File: config.mk
export PLATFORM = sky130hd
export DESIGN_NAME = serial_pattern_tx
export DESIGN_NICKNAME = d
export VERILOG_FILES = /design/src/rtl/serial_pattern_tx.sv
export SDC_FILE = /design/constraint.sdc
export NUM_CORES = 1
export LEC_CHECK = 0
export ABC_AREA = 1
export BUFFER_PORTS_ARGS = -buffer_cell sky130_fd_sc_hd__buf_2
export CAP_MARGIN = 15
export CORE_MARGIN = 4
export CORE_UTILIZATION = 45
export CTS_CLUSTER_DIAMETER = 80
export DETAILED_ROUTE_END_ITERATION = 8
export SETUP_SLACK_MARGIN = 0.2
export SLEW_MARGIN = 25
export SYNTH_ARGS = -nofsm -noshare
export SYNTH_HDL_FRONTEND = slang
export SYNTH_SLANG_ARGS = --single-unit
File: constraint.sdc
create_clock -name Clock -period 1.7 [get_ports Clock]
set_input_delay 0.085 -clock Clock [delete_from_list [all_inputs] [get_ports Clock]]
set_output_delay 0.085 -clock Clock [all_outputs]
set_load 0.1 [all_outputs]
File: src/rtl/serial_pattern_tx.sv
// Serial pattern transmitter: sends an L-bit pattern MSB-first, repeated rep+1 times
// with a one-cycle gap between passes, and pulses done at the end of the transfer.
module serial_pattern_tx #(
    parameter int unsigned N = 8
) (
    input  logic         Clock,
    input  logic         Resetn,
    input  logic         start,
    input  logic [N-1:0] data,
    input  logic [3:0]   len,
    input  logic [1:0]   rep,
    output logic         w,
    output logic         valid,
    output logic         busy,
    output logic         done
);

    localparam int unsigned LW = 4;
    localparam int unsigned CW = (N > 1) ? $clog2(N) : 1;

    typedef enum logic [1:0] {
        IDLE = 2'b00,
        SEND = 2'b01,
        GAP  = 2'b10
    } state_t;

    state_t        state;
    logic [N-1:0]  sr;
    logic [N-1:0]  pat;
    logic [CW-1:0] bitcnt;
    logic [CW-1:0] lm1;
    logic [1:0]    passcnt;

    logic [LW-1:0] eff_len_c;
    logic [N-1:0]  aligned_c;
    logic [CW-1:0] lm1_c;
    logic [N-1:0]  sr_next_c;

    // Length 0 or anything beyond N means a full-width pattern; left-align it so bit L-1 leads.
    always_comb begin
        eff_len_c = len;
        if (len == '0 || 32'(len) > N) begin
            eff_len_c = LW'(N);
        end
        aligned_c = data << (LW'(N) - eff_len_c);
        lm1_c     = CW'(eff_len_c - LW'(1));
        sr_next_c = sr << 1;
    end

    // Outputs are loaded one edge ahead with the bit the next cycle will carry.
    always_ff @(posedge Clock or negedge Resetn) begin
        if (!Resetn) begin
            state   <= IDLE;
            sr      <= '0;
            pat     <= '0;
            bitcnt  <= '0;
            lm1     <= '0;
            passcnt <= '0;
            w       <= 1'b0;
            valid   <= 1'b0;
            busy    <= 1'b0;
            done    <= 1'b0;
        end else begin
            done <= 1'b0;
            case (state)
                IDLE: begin
                    w     <= 1'b0;
                    valid <= 1'b0;
                    busy  <= 1'b0;
                    if (start) begin
                        sr      <= aligned_c;
                        pat     <= aligned_c;
                        bitcnt  <= lm1_c;
                        lm1     <= lm1_c;
                        passcnt <= rep;
                        state   <= SEND;
                        w       <= aligned_c[N-1];
                        valid   <= 1'b1;
                        busy    <= 1'b1;
                    end
                end
                SEND: begin
                    sr <= sr_next_c;
                    if (bitcnt != '0) begin
                        bitcnt <= bitcnt - CW'(1);
                        w      <= sr_next_c[N-1];
                        valid  <= 1'b1;
                        busy   <= 1'b1;
                    end else if (passcnt != 2'd0) begin
                        state <= GAP;
                        w     <= 1'b0;
                        valid <= 1'b0;
                        busy  <= 1'b1;
                    end else begin
                        state <= IDLE;
                        w     <= 1'b0;
                        valid <= 1'b0;
                        busy  <= 1'b0;
                        done  <= 1'b1;
                    end
                end
                GAP: begin
                    sr      <= pat;
                    bitcnt  <= lm1;
                    passcnt <= passcnt - 2'd1;
                    state   <= SEND;
                    w       <= pat[N-1];
                    valid   <= 1'b1;
                    busy    <= 1'b1;
                end
                default: begin
                    state <= IDLE;
                    w     <= 1'b0;
                    valid <= 1'b0;
                    busy  <= 1'b0;
                end
            endcase
        end
    end

endmodule

==> results.toml <==
[placement]
gp_congestion = 0.862
portBuffers = 20
detailed_place_hpwl_um = 2930
placed_area_um2 = 1970

[power_and_ir_drop]
cellPowerDensity_nw_per_um2 = 1810
ir_worst_vdd_v = 0.000623
leakage_nw = 1.11

[routing]
drtIter0Drc = 104
wl_met2_um = 1840
drc_errors = 0
wl_met3_um = 175
dr.pass1.iters = 4
postRouteAntennaNets = 0
wl_per_cell_um = 12.5
via_per_inst = 5.03
routedLengthMet1_um = 1820
drt-total-wl_um = 3910
routed.top_layer = "met4"
detailroute.via_count = 1569

[timing]
period_needed_ns = 1.47
relSlewSlack_pct = 57.0
finalHoldViolations = 0
grt_setup_unrepaired = "true"
hold_slack_ns = 0.0465
fin_crit_sh_pct = 86.7
tightest_slew_ns = 0.645
setup_tns_ns = 0
report.final.setup_viol = 0
max_freq_mhz = 678
fin_skew_ns = 0.00423
drv_slew = 0

[layout]
final_cell_mix = "nand2_1 (44), inv_1 (30), dfrtp_1 (29)"
antennaDiodeCount = 0
syn2layout_area_growth_pct = 19.6
final_common_cell = "nand2_1"
nets = 289
final_cell_area_um2 = 2140
drive_above_1_share_pct = 26.1

[clocking]
clock_sinks = 29
cts_buffers = 5
clockBufferDepth = 2
clockRootBuffer = "clkbuf_8"
path_clk_slew_ns = 0.06
cts_tree = "built"
clkLatencyLatePin_ns = 0.28
htree_num_levels = 2

[critical_path]
cp_num_buf_inv = 3
worstPathRequired_ns = 1.87
cp_slowest_stage_delay_ns = 0.38
path_max_fanout = 7
cp-start-kind = "flop"
worstPathCellList = "buf_4 > ha_1 > inv_2 > o21ai_4 > inv_2 > o21ai_0 > a21oi_1 > a21oi_2"
slowest_stage = "dfrtp_1"
worst_setup_path_end_kind = "flop"
worstRegToRegCells = 8
cp_num_cells = 8
critical_path_class = "reg -> reg"
critPathMostFrequentCell = "inv_2"
worstPathArrival_ns = 1.64
crit_family = "compound AO/OA/AOI/OAI gates"

[floorplan]
rows = 22
chipHeight_um = 71.1
start_util_pct = 47.8
dieArea_um2 = 5050
ios = 21
core_area_um2 = 3740
die_width_um = 71.1

[synthesis]
netlist_area_um2 = 1790
synthCells = 229
yosysUniqueCellTypes = 32
synth_warnings = 0
synth_seq_area_share_pct = 40.5
avgSynthCellArea_um2 = 7.82
synth_edf_count = 0
ys_seq_elements = 29
syn_nets = 255
synth-main-ff-cell = "dfrtp_1"
synthArstFlopShare_pct = 100

[global_route]
grt.total_usage_pct = 17.1
grt-ovfl-total = 0
antenna_found_initial = 0
grt_pass1_vias = 1507
grt_max_degree = 30
grt_pass1_wl_um = 6770

[outcome]
outcome = "completed"

[hold_path]
hold_depth = 3
hp-class = "in -> reg"

[run]
cap_viol_max_count = 0
## synth_stat cells (all sizes together) (2+ instances only)
cell,n,share of area [%]
nand2,54,13
a22oi,2,0.84
ha,9,6.3
o21ai,21,6.1
a31oi,4,1.4
nor2,19,5.9
o211ai,2,0.84
buf,3,1.3
a21oi,14,4.1
inv,37,8.2
dfrtp,29,41
nand3,27,7.8
## cells by family after synthesis
family	count (synthesis)	synth area share, %
compound gates	47	15.0
fa+ha+maj	9	6.29
buf+inv	42	10.5
flops	29	40.5
simple gates	102	27.7
## per-stage QoR
stage / utilization [%] / worst slack, ns / total power [mW] / cells
final: 57.2 / 0.226 / 3.88 / 312
after floorplan: - / 0.208 / 2.60 / 229
after global routing: 57.2 / 0.135 / 4.25 / 312
after CTS: 56.3 / 0.203 / 3.81 / 312
after global placement: 52.5 / 0.129 / 3.07 / 300
after detailed placement: 52.5 / 0.0553 / 3.07 / 300
## layer usage
metal / track usage, % / up-vias
li1: - / 815
met1: 21.2 / 717
met2: 27.8 / 30
met3: 4.40 / 7
met4: 7.52 / 0
met5: 0 / -
## worst register-to-register path: cells and delay by family, from the launching register on
kind,cells,cell delay (ns)
buffers and inverters,3,0.35
DFF,1,0.38
adders and majority gates,1,0.23
AOI/OAI and AO/OA,4,0.40
## repair_timing
action,CTS,global route
setup endpoints to repair,11,15
endpoints found under the hold margin,29,0
gates cloned,0,0
setup buffers,3,0
gates resized for setup,6,11
hold buffers,1,0
## final timing paths
| check | startpoint | to | slack [ns] |
|---|---|---|---|
| min in group asynchronous | Resetn | bitcnt[1] | 0.36 |
| max in group asynchronous | Resetn | sr[2] | 0.92 |
| min reg2reg | bitcnt[2] | bitcnt[2] | 0.48 |
| max | state[0] | sr[5] | 0.23 |
| max reg2reg | state[0] | sr[5] | 0.23 |
| min | rep[1] | passcnt[1] | 0.05 |
## cell type report
cell class | count | area [um2]
inverter | 38 | 150
fill | 363 | 1600
sequential | 29 | 726
multi-input combinational | 158 | 918
tap | 48 | 60.1
clock inverter | 1 | 5.00
timing repair buffer | 31 | 185
clock buffer | 7 | 96.3
## power breakdown
| part | switching [mW] | total, mW | internal (mW) |
|---|---|---|---|
| Sequential | 0.147 | 1.17 | 1.02 |
| Combinational | 1.34 | 2.09 | 0.751 |
| Clock | 0.255 | 0.620 | 0.365 |
## state kept, by name (all words and copies together), names as in the netlist
signal   cells
sr           7
lm1          3
done         1
pat          8
busy         1
w            1
valid        1
passcnt      2
bitcnt       3
state        2
Note: power is estimated with default switching activity, not from simulation.
